### src/rtl/sync_filter_pkg.sv
// Shared constants and helpers for the sync_filter input conditioner.
// Holds the parameter lower bounds and the filter-counter width rule.
package sync_filter_pkg;

    localparam int MIN_WIDTH         = 1;
    localparam int MIN_SYNC_STAGES   = 2;
    localparam int MIN_FILTER_CYCLES = 1;

    // Counter must hold 0..cycles-1; never narrower than one bit.
    function automatic int cnt_width(input int cycles);
        return (cycles <= 2) ? 1 : $clog2(cycles);
    endfunction

endpackage

### src/rtl/sync_filter_chan.sv
// One conditioner channel: synchronizer chain, stability counter, and a
// registered level with single-cycle rise/fall pulses.
module sync_filter_chan
    import sync_filter_pkg::*;
#(
    parameter int SYNC_STAGES   = 2,
    parameter int FILTER_CYCLES = 4
) (
    input  logic clk,
    input  logic rst_n,
    input  logic en,
    input  logic din,
    output logic dout,
    output logic rise,
    output logic fall
);

    localparam int             CW       = cnt_width(FILTER_CYCLES);
    localparam logic [CW-1:0]  CNT_LAST = CW'(FILTER_CYCLES - 1);

    logic [SYNC_STAGES-1:0] sync_q;
    logic [CW-1:0]          cnt_q;
    logic                   s;

    assign s = sync_q[SYNC_STAGES-1];

    // The chain keeps shifting while en is low so the filter resumes on fresh data.
    always_ff @(posedge clk or negedge rst_n) begin
        if (!rst_n) begin
            sync_q <= '0;
        end else begin
            sync_q <= {sync_q[SYNC_STAGES-2:0], din};
        end
    end

    always_ff @(posedge clk or negedge rst_n) begin
        if (!rst_n) begin
            cnt_q <= '0;
            dout  <= 1'b0;
            rise  <= 1'b0;
            fall  <= 1'b0;
        end else begin
            rise <= 1'b0;
            fall <= 1'b0;
            if (en) begin
                if (s == dout) begin
                    cnt_q <= '0;
                end else if (cnt_q == CNT_LAST) begin
                    dout  <= s;
                    cnt_q <= '0;
                    rise  <= s;
                    fall  <= ~s;
                end else begin
                    cnt_q <= cnt_q + 1'b1;
                end
            end
        end
    end

endmodule

### src/rtl/sync_filter.sv
// Multi-channel input conditioner: WIDTH independent synchronize-and-debounce
// channels with level and edge-pulse outputs.
module sync_filter
    import sync_filter_pkg::*;
#(
    parameter int WIDTH         = 8,
    parameter int SYNC_STAGES   = 2,
    parameter int FILTER_CYCLES = 4
) (
    input  logic             clk,
    input  logic             rst_n,
    input  logic             en,
    input  logic [WIDTH-1:0] din,
    output logic [WIDTH-1:0] dout,
    output logic [WIDTH-1:0] rise,
    output logic [WIDTH-1:0] fall
);

    if (WIDTH < MIN_WIDTH) begin : g_bad_width
        $error("sync_filter: WIDTH must be at least %0d", MIN_WIDTH);
    end
    if (SYNC_STAGES < MIN_SYNC_STAGES) begin : g_bad_sync
        $error("sync_filter: SYNC_STAGES must be at least %0d", MIN_SYNC_STAGES);
    end
    if (FILTER_CYCLES < MIN_FILTER_CYCLES) begin : g_bad_filter
        $error("sync_filter: FILTER_CYCLES must be at least %0d", MIN_FILTER_CYCLES);
    end

    for (genvar i = 0; i < WIDTH; i++) begin : g_chan
        sync_filter_chan #(
            .SYNC_STAGES   (SYNC_STAGES),
            .FILTER_CYCLES (FILTER_CYCLES)
        ) u_chan (
            .clk   (clk),
            .rst_n (rst_n),
            .en    (en),
            .din   (din[i]),
            .dout  (dout[i]),
            .rise  (rise[i]),
            .fall  (fall[i])
        );
    end

endmodule

### config.mk
export PLATFORM = sky130hd
export DESIGN_NAME = sync_filter
export DESIGN_NICKNAME = d
export VERILOG_FILES = /design/src/rtl/sync_filter_pkg.sv /design/src/rtl/sync_filter_chan.sv /design/src/rtl/sync_filter.sv
export SDC_FILE = /design/constraint.sdc
export NUM_CORES = 1
export LEC_CHECK = 0
export ABC_AREA = 1
export CAP_MARGIN = 20
export CORE_ASPECT_RATIO = 1.2
export CORE_UTILIZATION = 53
export DETAILED_ROUTE_END_ITERATION = 12
export GPL_ROUTABILITY_DRIVEN = 0
export PLACE_DENSITY = 0.8
export SYNTH_ARGS = -nofsm -noshare
export SYNTH_HDL_FRONTEND = slang
export SYNTH_SLANG_ARGS = --single-unit
### constraint.sdc
create_clock -name clk -period 1.33 [get_ports clk]
set_input_delay 0.133 -clock clk [delete_from_list [all_inputs] [get_ports clk]]
set_output_delay 0.133 -clock clk [all_outputs]
set_load 0.1 [all_outputs]
==> qor.yml <==
route:
  vias: 1526
  drtIter0Drc: 92
  drc: 0
  wl_per_cell_um: 12.0
  avgViaCountPerCell: 5.04
  drt_wl_total_um: 3640
  first_pass_iters: 4
  ant_nets: 0
die:
  num_rows: 26
  core-area_um2: 4290
  start_util_pct: 55.7
  die_w_um: 63.3
  die_area_um2: 4790
  die_y_um: 75.6
  io_pins: 35
timing:
  fin_crit_sh_pct: 85.7
  max_slew_margin_pct: 79.8
  drv_slew: 0
  rsz0062_at_grt: "false"
  fin_crit_ps: 1140
  layout_setup_ws_ps: 191
  hold_violations: 0
  timing.hold.ws_ps: 251
  max_freq_mhz: 878
  finalClockSkew_ps: 9.22
  tightestPinTransition_ps: 303
  tns_ps: 0
  setup_viol: 0
power:
  p_leak_nw: 1.43
  p_int_w: 0.00335
  powerDensity_nw_per_um2: 2020
  worst_ir_drop_vdd_v: 0.00115
  clockPowerShare_pct: 15.2
  p_sw_w: 0.00257
  switching_share_pct: 43.4
  combPwrFrac_pct: 43.3
  p_seq_share_pct: 41.6
global_routing:
  gr-usage-all-layers_pct: 17.6
  antenna_found_initial: 0
  grt_max_degree: 57
  grt_first_pass_wirelength_um: 6270
  grt_overflow: 0
  grt_pass1_vias: 1486
synthesis:
  syn_area_per_cell_um2: 10.4
  synthMuxAreaShare_pct: 0
  synthDistinctLibCells: 13
  synthCells: 231
  post-synth-top-area-fraction_pct: 58.6
  synth_area_um2: 2390
  synth_xor_area_share_pct: 0
  synth_top_family_by_area: "simple AND/OR/NAND/NOR gates"
  ys_ff_latch: 56
  ys_top_cells_by_area: "dfrtp_1, buf_4, nand2_1"
  synthSimpleGateAreaFrac_pct: 22.0
  synthesis.nets: 250
  synthAdderAreaFrac_pct: 4.19
  synth_compound_area_share_pct: 2.09
  post-synth-top-area-cell: "dfrtp_1"
  yosysWarningCount: 0
  ys_seq_area_share_pct: 58.6
cells_and_area:
  diodes: 0
  layout-drive-gt1-share_pct: 17.0
  stdcell_count: 303
  syn_to_final_growth_pct: 22.3
  nets: 265
placed_design:
  dp_hpwl_um: 2550
  io_buffers: 34
  dp_slack_ps: 69.7
  dpl.cell_count: 294
critical_path:
  crit_path_start_kind: "flop"
  path_cells: "buf_12"
  rrSetupSlack_ps: 280
  rr_startpoint: "g_chan[2].u_chan.cnt_q[0]$_DFFE_PN0P_"
  critPathCaptureType: "primary output"
  timing.rr.end: "g_chan[2].u_chan.dout$_DFFE_PN0P_"
  reg2reg_depth: 4
  worstPathMaxFanout: 5
  path_class: "flop to primary output"
  slowest_stage: "dfrtp_1"
  cp_num_buf_inv: 1
  critPathMaxStageDelay_ps: 480
  crit_family: "flip-flops"
  crit_required_ps: 1200
  crit_arrival_ps: 1010
worst_hold_path:
  holdPathStages: 1
  worstHoldStart: "din[4]"
  worstHoldEndpoint: "g_chan[4].u_chan.sync_q[0]$_DFF_PN0_"
  hp-class: "input port to flop"
clock_network:
  htreeDepth: 2
  cts_resized: 0
  clkSinkCount: 56
  cts_buffers: 5
  cts_tree: "yes"
  post_cts_buffers: 0
  insertion_delay_ps: 310
  root_buffer: "clkbuf_8"
  clkSlewWorstSetupHoldPaths_ps: 100
  clk_path_buf_depth: 2
job:
  maxCapViolations: 0
status:
  status: "completed"
cells in the final DEF, fill, tap and decap left out, types with 2 or more instances in the layout:
| master | instances |
|---|---|
| dfrtp_1 | 56 |
| nand2_1 | 48 |
| nand3_1 | 16 |
| clkdlybuf4s50_1 | 9 |
| buf_4 | 2 |
| clkbuf_8 | 5 |
| inv_1 | 16 |
| nand4_1 | 16 |
| a31oi_1 | 8 |
| nor2_4 | 6 |
| nor2_1 | 26 |
| buf_12 | 25 |
| ha_1 | 8 |
through the flow:
step           total power [W]  cell area [um2]  utilization [%]
6_report               0.00592             2930             68.1
5_1_grt                0.00628             2930             68.1
4_1_cts                0.00598             2930             68.1
3_5_place_dp           0.00506             2830             65.8
3_3_place_gp           0.00495             2830             65.8
2_1_floorplan          0.00432             2390                -
how the worst max path moves through the flow:
stage / start / endpoint / slack, ps / cells after the start
2_1_floorplan: g_chan[0].u_chan.cnt_q[0]$_DFFE_PN0P_ / g_chan[0].u_chan.dout$_DFFE_PN0P_ / 410 / 3
3_3_place_gp: en / g_chan[6].u_chan.dout$_DFFE_PN0P_ / 90 / 4
3_5_place_dp: en / g_chan[7].u_chan.dout$_DFFE_PN0P_ / 70 / 4
4_1_cts: g_chan[2].u_chan.dout$_DFFE_PN0P_ / dout[2] / 180 / 1
5_1_grt: g_chan[4].u_chan.dout$_DFFE_PN0P_ / dout[4] / 150 / 1
6_report: g_chan[2].u_chan.dout$_DFFE_PN0P_ / dout[2] / 190 / 1
logic make-up after synthesis:
kind of cell | after synthesis
adders and majority gates | 8
buffers and inverters | 47
and+or+nand+nor | 112
DFF | 56
AOI/OAI and AO/OA | 8
flip-flops by register name, indices dropped and copies added, names as in the netlist:
| name | cells |
|---|---|
| g_chan.u_chan.cnt_q | 16 |
| g_chan.u_chan.dout | 8 |
| g_chan.u_chan.fall | 8 |
| g_chan.u_chan.rise | 8 |
| g_chan.u_chan.sync_q | 16 |
power by group through the flow:
stage,sequential [W],clock (W),combinational [W]
CTS,0.00246,0.000943,0.00258
detailed placement,0.00248,0,0.00258
finish,0.00246,0.000897,0.00256
global route,0.00252,0.00101,0.00275
global placement,0.00246,0,0.00249
floorplan,0.00233,0,0.00199
area by class of cell:
type | count | area [um2]
fillers | 297 | 1370
inverters | 17 | 68.8
multi-input cells | 128 | 676
well taps | 56 | 70.1
flip-flops and latches | 56 | 1400
repair buffers | 38 | 621
clock buffers | 6 | 72.6
clock inverters | 2 | 16.3
synthesized netlist by cell type:
cell type and instances:
buf_4 27, nor2_4 6, inv_6 1, dfrtp_1 56, buf_12 1, nor2_1 26, inv_1 16, nand4_1 16
nand2_1 48, buf_6 2, a31oi_1 8, ha_1 8, nand3_1 16
timing repair:
action	4_1_cts	5_1_grt
endpoints found under the hold margin	56	0
setup endpoints to repair	0	0
hold buffers	1	0
layer usage:
layer | vias to the layer above | global-route usage (%) | routed length, um | part of all wire, %
met1 | 720 | 20.2 | 1520 | 42
met3 | 8 | 4.94 | 134 | 3.7
met5 | - | 0 | 0 | 0
met2 | 41 | 30.7 | 1890 | 52
met4 | 0 | 9.34 | 90 | 2.5
li1 | 757 | - | - | -
(Power assumes the default switching activity.)
